`src/rtl/ram_word_sequencer.sv`:
```
// rtl/ram_word_sequencer.sv - operand RAM that scans words 0..last with a programmable dwell per word
module ram_word_sequencer #(
  parameter int n     = 6,
  parameter int DEPTH = 16,
  parameter int AW    = 4,
  parameter int DW    = 8
) (
  input  logic          clk,
  input  logic          rst,
  input  logic          wr_en,
  input  logic [AW-1:0] wr_addr,
  input  logic [n-1:0]  wr_data,
  input  logic          start,
  input  logic [AW-1:0] last,
  input  logic [DW-1:0] dwell,
  output logic [n-1:0]  ram_out,
  output logic          counter_done,
  output logic [AW-1:0] ram_addr,
  output logic          busy,
  output logic          done
);

  typedef enum logic [2:0] {
    IDLE,
    READ,
    HOLD,
    EMIT,
    FINISH
  } state_t;

  state_t        state;
  logic [n-1:0]  mem [DEPTH];
  logic [AW-1:0] last_q;
  logic [DW-1:0] dwell_q;
  logic [DW-1:0] cnt;

  // Writes are only taken while idle so a running scan never sees a changing word.
  always_ff @(posedge clk) begin
    if (wr_en && state == IDLE) begin
      mem[wr_addr] <= wr_data;
    end
  end

  always_ff @(posedge clk or posedge rst) begin
    if (rst) begin
      state        <= IDLE;
      ram_out      <= '0;
      ram_addr     <= '0;
      cnt          <= '0;
      last_q       <= '0;
      dwell_q      <= '0;
      counter_done <= 1'b0;
      busy         <= 1'b0;
      done         <= 1'b0;
    end else begin
      counter_done <= 1'b0;
      done         <= 1'b0;
      case (state)
        IDLE: begin
          if (start) begin
            state    <= READ;
            ram_addr <= '0;
            last_q   <= last;
            dwell_q  <= dwell;
            cnt      <= '0;
            busy     <= 1'b1;
          end
        end
        READ: begin
          ram_out <= mem[ram_addr];
          cnt     <= '0;
          state   <= HOLD;
        end
        HOLD: begin
          // Strobe is registered, so it is raised on the same edge that enters EMIT.
          if (cnt == dwell_q) begin
            state        <= EMIT;
            counter_done <= 1'b1;
          end else begin
            cnt <= cnt + DW'(1);
          end
        end
        EMIT: begin
          if (ram_addr == last_q) begin
            state <= FINISH;
            done  <= 1'b1;
          end else begin
            ram_addr <= ram_addr + AW'(1);
            state    <= READ;
          end
        end
        FINISH: begin
          state <= IDLE;
          busy  <= 1'b0;
        end
        default: begin
          state <= IDLE;
          busy  <= 1'b0;
        end
      endcase
    end
  end

endmodule

```
`config.mk`:
```
export PLATFORM = sky130hd
export DESIGN_NAME = ram_word_sequencer
export DESIGN_NICKNAME = d
export VERILOG_FILES = /design/src/rtl/ram_word_sequencer.sv
export SDC_FILE = /design/constraint.sdc
export NUM_CORES = 1
export LEC_CHECK = 0
export CAP_MARGIN = 20
export CORE_UTILIZATION = 52
export DETAILED_ROUTE_END_ITERATION = 8
export PLACE_DENSITY = 0.71
export SLEW_MARGIN = 40
export SYNTH_ARGS = -nofsm -noshare
export SYNTH_HDL_FRONTEND = slang
export SYNTH_SLANG_ARGS = --single-unit
```
`constraint.sdc`:
```
create_clock -name clk -period 2.5 [get_ports clk]
set_input_delay 0.5 -clock clk [delete_from_list [all_inputs] [get_ports clk]]
set_output_delay 0.5 -clock clk [all_outputs]
set_load 0.05 [all_outputs]
```
==> flow_summary.json, run 1 <==
{
  "status": "finished, final reports clean",
  "drive_above_1_share": 0.184,
  "synth-seq-cells": 132,
  "min_period_over_period": 0.888,
  "drv_slew": 0,
  "final_cells": 570,
  "wl_per_cell_um": 19.2,
  "netlist_area_um2": 5460,
  "worst_slew_pin_slew_ps": 638,
  "setup_viol": 0,
  "fill_cells": 710,
  "dpl_cell_area_um2": 6100,
  "skew_ps": 6.33,
  "root_buffer": "clkbuf_8",
  "portBuffers": 38,
  "layout_min_cycle_time_ps": 2220,
  "placed_cells": 538,
  "grt_start_max_net_pins": 37,
  "grt-ovfl-total": 0,
  "rsz0062_at_grt": "false",
  "crit_family": "buffers and inverters",
  "ir_worst_vdd_mv": 0.799,
  "ys.flop_type": "edfxtp_1",
  "insertion_delay_ps": 530,
  "power.share.sequential": 0.418,
  "crit_path_max_fanout": 2,
  "clkPwrFrac": 0.404,
  "tritoncts": "yes",
  "clk_pin_slew_ps": 60,
  "max_clock_freq_ghz": 0.451,
  "max_slew_margin": 0.573,
  "path_cells": "clkdlybuf4s50_1",
  "grt_pass1_vias": 3149,
  "drtIter0Drc": 282,
  "pwr-share-comb": 0.179,
  "yosysWarnings": 0,
  "fin_ws_ps": 281,
  "diodes": 0,
  "most-common-layout-cells": "edfxtp_1 (96), nand2_1 (50), dfrtp_1 (36)",
  "dpl.hpwl_mm": 7.16,
  "end_kind": "output pin",
  "vias_per_cell": 5.65,
  "area_growth_pct": 22.9,
  "required_ps": 2000,
  "postCtsSetupRepairBufs": 0,
  "ys_types": 46,
  "yosysSeqAreaShare": 0.693,
  "core_um2": 10200,
  "syn-instance-count": 361,
  "cts_hold_buf": 0,
  "p_switching_mw": 1.69,
  "synthArstFlopShare": 0.273,
  "design_area_um2": 6710,
  "cts_max_level": 4,
  "die_x_um": 104,
  "critPathLaunchType": "flip-flop",
  "numCtsBuffers": 17,
  "final_common_cell": "edfxtp_1",
  "vias": 3221,
  "p_sw_frac": 0.272,
  "critPathSlowestCell": "clkdlybuf4s50_1",
  "max_stage_delay_ps": 810,
  "rows": 37,
  "power_density_nw_per_um2": 926,
  "ctsResizeCount": 0,
  "grt_pass1_wl_mm": 17.5,
  "clockBufferDepth": 2,
  "criticalPathCategory": "flip-flop to output pin",
  "synth_edf_count": 96,
  "p_leak_nw": 2.39,
  "synth_nets": 389,
  "dieArea_um2": 10900,
  "antenna_found_initial": 0,
  "dpl_worst_slack_ps": 235,
  "globalRouteTotalUtil": 0.221,
  "syn_avg_cell_area_um2": 15.1,
  "min_path_type": "input pin to asynchronous set/reset pin",
  "postRouteAntennaNets": 0,
  "cp.buffers_inverters": 1,
  "cts_sinks": 132,
  "setup_tns_ps": 0,
  "post-route-drc-count": 0,
  "arrival_ps": 1720,
  "drv_cap": 0,
  "gp_congestion": 0.830,
  "final_hold_viol_count": 0,
  "nets": 449,
  "initial_core_util": 0.534,
  "io_pins": 39,
  "dr.pass1.iters": 5,
  "die_h_um": 104,
  "p_int_mw": 4.52,
  "routed_wl_mm": 10.9
}
[Yosys cell counts (3+ instances only)]
| master | n | area, µm² |
|---|---|---|
| edfxtp_1 | 96 | 2880 |
| nand2_1 | 50 | 188 |
| dfrtp_1 | 36 | 901 |
| mux4_2 | 21 | 473 |
| nor2_1 | 21 | 78.8 |
| o21ai_0 | 13 | 65.1 |
| xnor2_1 | 12 | 105 |
| mux2i_1 | 11 | 110 |
| nand3_1 | 10 | 50.1 |
| nor3_1 | 9 | 45.0 |
| buf_2 | 8 | 40.0 |
| a21oi_1 | 6 | 30.0 |
| inv_1 | 6 | 22.5 |
| nand4_1 | 5 | 31.3 |
| clkbuf_1 | 4 | 15.0 |
| nand2b_1 | 4 | 25.0 |
| a2111oi_0 | 3 | 26.3 |
| a31oi_1 | 3 | 18.8 |
| nor2b_1 | 3 | 18.8 |
| nor3b_1 | 3 | 22.5 |
| o311ai_0 | 3 | 26.3 |
| or3_1 | 3 | 18.8 |
[stage by stage]
stage          utilization  hold WS, ps  power, mW
5_1_grt              0.656          413       6.47
3_3_place_gp         0.596          483       3.73
2_1_floorplan            -          467       3.38
3_5_place_dp         0.596          487       3.75
4_1_cts              0.656          388       6.25
6_report             0.656          387       6.21
[cell families after synthesis]
family,share of synthesized area
AOI/OAI and AO/OA,0.0461
DFF,0.693
muxes,0.111
adders and majority gates,0.00458
buffers and inverters,0.0192
xor gates and xnor gates,0.0192
and+or+nand+nor,0.107
[flip-flops by register name, summed over array words and instances, names as in the netlist]
register	flops
mem	96
cnt	8
dwell_q	8
ram_out	6
last_q	4
ram_addr	4
state	3
busy	1
counter_done	1
done	1
[final timing paths]
kind	startpoint	end	slack, ps	cells after the start
max in group asynchronous	rst	cnt[7]$_DFFE_PP0P_	1790	3
worst max register to register	state[1]$_DFFE_PP0P_	mem[8][3]$_DFFE_PP_	370	5
worst min-delay path	rst	done$_DFF_PP0_	390	3
worst min register to register	dwell_q[3]$_DFFE_PP0P_	dwell_q[3]$_DFFE_PP0P_	500	2
worst max-delay path	ram_out[1]$_DFFE_PP0P_	ram_out[1]	280	1
min in group clk	dwell_q[3]$_DFFE_PP0P_	dwell_q[3]$_DFFE_PP0P_	500	2
[layer usage]
metal | wire length (µm) | global-route usage | up-vias
met3 | 593 | 0.0558 | 14
met4 | 140 | 0.0816 | 0
li1 | - | - | 1505
met5 | 0 | 0 | -
met1 | 4900 | 0.310 | 1580
met2 | 5290 | 0.336 | 122
[power groups by stage]
stage | Clock [mW] | Combinational [mW] | Sequential, mW
floorplan | 0 | 0.644 | 2.73
global placement | 0 | 1.09 | 2.63
detailed placement | 0 | 1.11 | 2.64
CTS | 2.53 | 1.13 | 2.59
global route | 2.65 | 1.22 | 2.61
finish | 2.51 | 1.11 | 2.60
[layout make-up]
class / count / area [µm²] / share of cell area
Clock buffer: 17 / 414 / 0.0617
Sequential cell: 132 / 3780 / 0.564
Inverter: 6 / 22.5 / 0.00336
Clock inverter: 15 / 194 / 0.0289
Tap cell: 136 / 170 / 0.0254
Multi-Input combinational cell: 207 / 1570 / 0.234
Timing Repair Buffer: 57 / 553 / 0.0824
Note: power is estimated with default switching activity, not from simulation.
==> inputs of run 2 (changes only) <==
- CELL_PAD_IN_SITES_DETAIL_PLACEMENT: unset -> 1
- CELL_PAD_IN_SITES_GLOBAL_PLACEMENT: unset -> 1
- DONT_BUFFER_PORTS: unset -> 1
- PLACE_DENSITY: 0.71 -> 0.76
==> run 2 against run 1 <==
Effect of this change:
- combinational power is 18% lower
- total power is 2.7% lower
- die area unchanged
- critical path depth grew 1
- sequential cell count stayed put
- via count fell by 0.68%
- sequential share of layout area rose by 3.5 points
- first-iteration DRC count decreased by 49%
- fmax increased by 4.3%
- wire length increased by 14%
==> flow_summary.json, run 2 (synthesis results as in run 1) <==
{
  "layout_min_cycle_time_ps": 2130,
  "core_um2": 10200,
  "rows": 37,
  "regMostFlops": "mem",
  "power_mw": 6.05,
  "area_growth_pct": 15.7,
  "nets": 415,
  "arrival_ps": 1630,
  "crit_family": "flip-flops",
  "wl_per_cell_um": 23.3,
  "whs_path_depth": 0,
  "r2r_slack_ps": 470,
  "ir_worst_vdd_mv": 0.647,
  "globalRouteTotalUtil": 0.254,
  "grt_start_max_net_pins": 37,
  "status": "finished, final reports clean",
  "numCtsBuffers": 17,
  "diodes": 0,
  "dpl.hpwl_mm": 8.25,
  "crit_path_max_fanout": 15,
  "min_from": "wr_data[1]",
  "max_slew_margin": 0.553,
  "io_pins": 39,
  "initial_core_util": 0.534,
  "gp_congestion": 0.768,
  "drv_cap": 0,
  "rsz0062_at_grt": "false",
  "skew_ps": 6.05,
  "fin_util": 0.618,
  "min_path_type": "input pin to flip-flop",
  "cp.buffers_inverters": 2,
  "final_hold_viol_count": 0,
  "dr.pass1.iters": 4,
  "power_density_nw_per_um2": 957,
  "vias_per_cell": 5.97,
  "hold_slack_ps": 61.3,
  "setup_viol": 0,
  "end_kind": "output pin",
  "portBuffers": 0,
  "setup_tns_ps": 0,
  "grt-ovfl-total": 0,
  "rr_startpoint": "state[2]$_DFFE_PP0P_",
  "drive_above_1_share": 0.195,
  "final_common_cell": "edfxtp_1",
  "routed_wl_mm": 12.5,
  "largestRegisters": "mem x96, cnt x8, dwell_q x8",
  "worst_slew_pin_slew_ps": 668,
  "insertion_delay_ps": 530,
  "post-route-drc-count": 0,
  "drtIter0Drc": 145,
  "die_x_um": 104,
  "grt_pass1_wl_mm": 19.7,
  "ctsResizeCount": 0,
  "dpl_worst_slack_ps": 429,
  "max_stage_delay_ps": 590,
  "r2r_cells": 5,
  "holdPathEnd": "mem[8][1]$_DFFE_PP_",
  "cpMostUsedCell": "buf_4",
  "critPathSlowestCell": "dfrtp_2",
  "clk_pin_slew_ps": 60,
  "clockBufferDepth": 2,
  "criticalPathCategory": "flip-flop to output pin",
  "min_period_over_period": 0.851,
  "fin_ws_ps": 372,
  "vias": 3199,
  "cts_sinks": 132,
  "grt_pass1_vias": 3520,
  "postRouteAntennaNets": 0,
  "root_buffer": "clkbuf_8",
  "dieArea_um2": 10900,
  "path_cells": "buf_4 -> buf_4",
  "antenna_found_initial": 0,
  "die_h_um": 104,
  "p_leak_nw": 2.22,
  "timing.rr.end": "mem[8][3]$_DFFE_PP_",
  "max_clock_freq_ghz": 0.470,
  "cts_max_level": 4,
  "required_ps": 2000,
  "drv_slew": 0,
  "tritoncts": "yes",
  "largest_reg_flops": 96,
  "critPathLaunchType": "flip-flop",
  "most-common-layout-cells": "edfxtp_1 (96), nand2_1 (50), dfrtp_1 (34)"
}
==> run 2: worst max path at each step <==
stage / end / cells after the start / startpoint
6_report: ram_addr[1] / 2 / ram_addr[1]$_DFFE_PP0P_
4_1_cts: ram_addr[1] / 2 / ram_addr[1]$_DFFE_PP0P_
3_3_place_gp: mem[13][3]$_DFFE_PP_ / 6 / state[2]$_DFFE_PP0P_
5_1_grt: mem[8][0]$_DFFE_PP_ / 5 / state[2]$_DFFE_PP0P_
3_5_place_dp: mem[8][1]$_DFFE_PP_ / 5 / state[2]$_DFFE_PP0P_
2_1_floorplan: mem[0][0]$_DFFE_PP_ / 5 / state[1]$_DFFE_PP0P_
==> run 2: where the power goes <==
part           switching, mW  total (mW)  internal, mW
clock network          0.913        2.43          1.51
registers              0.225        2.71          2.49
logic                  0.520       0.907         0.387
total                   1.66        6.05          4.39
==> run 2: cell type report <==
cell class | count | area [µm²]
timing repair buffer | 23 | 188
clock inverter | 13 | 160
tap | 136 | 170
multi-input combinational | 207 | 1570
inverter | 6 | 22.5
clock buffer | 19 | 422
fill | 934 | 3910
sequential | 132 | 3790
==> run 2: routing by layer <==
metal | GRT usage | vias up | routed length [µm]
met1 | 0.315 | 1644 | 5250
met5 | 0 | - | 0
li1 | - | 1428 | -
met3 | 0.0808 | 23 | 725
met2 | 0.402 | 104 | 6230
met4 | 0.124 | 0 | 302
==> run 2: repair_timing <==
action                    4_1_cts  5_1_grt
hold buffers                    1        0
hold endpoints to repair       36        0
buffers inserted                0        0
==> run 2: metrics by stage <==
step | instance area [µm²] | std cells
floorplan | 5460 | 361
global placement | 5730 | 503
detailed placement | 5730 | 503
CTS | 6320 | 536
global route | 6320 | 536
finish | 6320 | 536
==> inputs of run 3 (changes only) <==
- ABC_AREA: unset -> 1
- CORE_UTILIZATION: 52 -> 50
- PLACE_DENSITY: 0.76 -> 0.78
==> run 3 against run 2 <==
Effect of this change:
- combinational power increased by 140%
- setup slack improved by 32 ps
- core utilization decreased by 4.4 points
- synthesized cell count increased by 61%
- register-to-register slack got worse by 70 ps
- die area increased by 12%
- global-route usage increased by 0.75 points
- worst hold slack improved by 110 ps
- clock-buffer cell count decreased by 1
- sequential cell count unchanged
==> flow_summary.json, run 3 <==
{
  "status": "finished, final reports clean",
  "vias_per_cell": 5.46,
  "crit_end": "mem[4][0]$_DFFE_PP_",
  "synth_nets": 609,
  "fill_cells": 1254,
  "critPathSlowestCell": "nor2_1",
  "syn-instance-count": 581,
  "final_cells": 744,
  "ys_types": 35,
  "ys_top_cells_by_count": "nand2_1 (205), edfxtp_1 (96), nand3_1 (83), inv_1 (47), dfrtp_1 (36)",
  "cts_sinks": 132,
  "hold_slack_ps": 173,
  "min_period_over_period": 0.838,
  "wl_per_cell_um": 19.8,
  "insertion_delay_ps": 420,
  "min_path_type": "input pin to flip-flop",
  "area_growth_pct": 11.6,
  "postRouteAntennaNets": 0,
  "syn_avg_cell_area_um2": 10.1,
  "cts_hold_buf": 1,
  "synth_most_common_cell": "nand2_1",
  "whs_path_depth": 0,
  "ff_latch_area_um2": 3780,
  "grt_pass1_vias": 4276,
  "grt_pass1_wl_mm": 22.6,
  "r2r_slack_ps": 400,
  "core_um2": 11400,
  "clockBufferDepth": 2,
  "routed_wl_mm": 14.7,
  "largestRegisters": "mem x96, cnt x8, dwell_q x8",
  "globalRouteTotalUtil": 0.261,
  "worst_slew_pin_slew_ps": 569,
  "layout_min_cycle_time_ps": 2100,
  "path_cells": "nor2_2 -> and3_1 -> nand3_1 -> nor2_1",
  "drv_cap": 0,
  "die_h_um": 110,
  "regMostFlops": "mem",
  "p_leak_nw": 2.79,
  "portBuffers": 0,
  "synth-seq-cells": 132,
  "power_mw": 7.52,
  "synth_top_cell_area_share": 0.491,
  "numCtsBuffers": 17,
  "dpl_cell_area_um2": 5990,
  "r2r_cells": 4,
  "nets": 616,
  "initial_core_util": 0.514,
  "skew_ps": 8.99,
  "yosysWarnings": 0,
  "synth_area_leaders": "edfxtp_1 (49%), dfrtp_1 (15%), nand2_1 (13%)",
  "synthArstFlopShare": 0.273,
  "yosysSeqAreaShare": 0.644,
  "drtIter0Drc": 212,
  "rows": 39,
  "rr_startpoint": "state[2]$_DFFE_PP0P_",
  "design_area_um2": 6550,
  "grt_start_max_net_pins": 47,
  "most-common-layout-cells": "nand2_1 (205), edfxtp_1 (96), nand3_1 (83)",
  "final_hold_viol_count": 0,
  "setup_tns_ps": 0,
  "dieArea_um2": 12200,
  "root_buffer": "clkbuf_16",
  "largest_reg_flops": 96,
  "power_density_nw_per_um2": 1150,
  "crit_path_max_fanout": 6,
  "grt-ovfl-total": 0,
  "critical_path_depth": 4,
  "multi_input_area_um2": 1750,
  "placed_cells": 711,
  "gp_congestion": 0.786,
  "dr.pass1.iters": 4,
  "max_slew_margin": 0.620,
  "timing.rr.end": "mem[4][0]$_DFFE_PP_",
  "die_x_um": 110,
  "vias": 4062,
  "netlist_area_um2": 5870,
  "synth_edf_count": 96,
  "diodes": 0,
  "required_ps": 2550,
  "drive_above_1_share": 0.110,
  "setup_viol": 0,
  "crit_family": "simple AND/OR/NAND/NOR gates",
  "dpl.hpwl_mm": 9.94,
  "io_pins": 39,
  "end_kind": "flip-flop",
  "rsz0062_at_grt": "false",
  "critPathLaunch": "state[2]$_DFFE_PP0P_",
  "ys.flop_type": "edfxtp_1",
  "ctsResizeCount": 0,
  "tritoncts": "yes",
  "drv_slew": 0,
  "final_common_cell": "nand2_1",
  "post-route-drc-count": 0,
  "ir_worst_vdd_mv": 0.816,
  "cts_max_level": 4,
  "max_clock_freq_ghz": 0.477,
  "synth_top_area_cell": "edfxtp_1",
  "critPathLaunchType": "flip-flop",
  "arrival_ps": 2150,
  "cp.buffers_inverters": 0,
  "max_stage_delay_ps": 530,
  "clk_pin_slew_ps": 60,
  "antenna_found_initial": 0,
  "postCtsSetupRepairBufs": 0,
  "criticalPathCategory": "flip-flop to flip-flop"
}
## run 3: cell types whose count changed after synthesis, moves of 7 or more
cell     delta
inv_1      +41
nand2_1   +155
xor2_1      +7
xnor2_1     -8
mux4_2     -21
nand3_1    +73
mux2i_1    -11
o21ai_0    -10
nor2_1     +14
## run 3: worst min path at each step
stage,start,end,slack [ps]
6_report,wr_data[4],mem[7][4]$_DFFE_PP_,170
5_1_grt,wr_data[4],mem[2][4]$_DFFE_PP_,160
4_1_cts,wr_data[1],mem[13][1]$_DFFE_PP_,160
3_5_place_dp,rst,ram_addr[2]$_DFFE_PP0P_,360
3_3_place_gp,rst,ram_out[3]$_DFFE_PP0P_,360
2_1_floorplan,cnt[7]$_DFFE_PP0P_,cnt[7]$_DFFE_PP0P_,490
## run 3: logic make-up after synthesis
logic type,count (synthesis),synth area share
AOI/OAI and AO/OA,10,0.00916
xor gates and xnor gates,11,0.0164
adders and majority gates,2,0.00426
buffers and inverters,75,0.0569
DFF,132,0.644
muxes,8,0.0166
and+or+nand+nor,343,0.252
## run 3: layout make-up
type,count,share of cell area
Sequential cell,132,0.578
Multi-Input combinational cell,374,0.268
Clock buffer,18,0.0655
Inverter,55,0.0330
Tap cell,143,0.0273
Clock inverter,14,0.0195
Timing Repair Buffer,8,0.00955
## run 3: report_power, final
part           total, mW  internal (mW)  switching [mW]
registers           3.06           2.60           0.460
clock network       2.33           1.37           0.953
logic               2.14          0.671            1.46
## run 3: stage by stage
stage           util  setup WS [ps]
6_report       0.574            404
5_1_grt        0.574            260
4_1_cts        0.574            396
3_5_place_dp   0.524            414
3_3_place_gp   0.524            580
2_1_floorplan      -            898
## run 3: routing by layer
metal,vias to the layer above,share of wire,track usage
met4,0,0.027,0.114
met1,2021,0.42,0.313
met3,27,0.052,0.0658
met2,98,0.50,0.445
met5,-,0,0
li1,1916,-,-
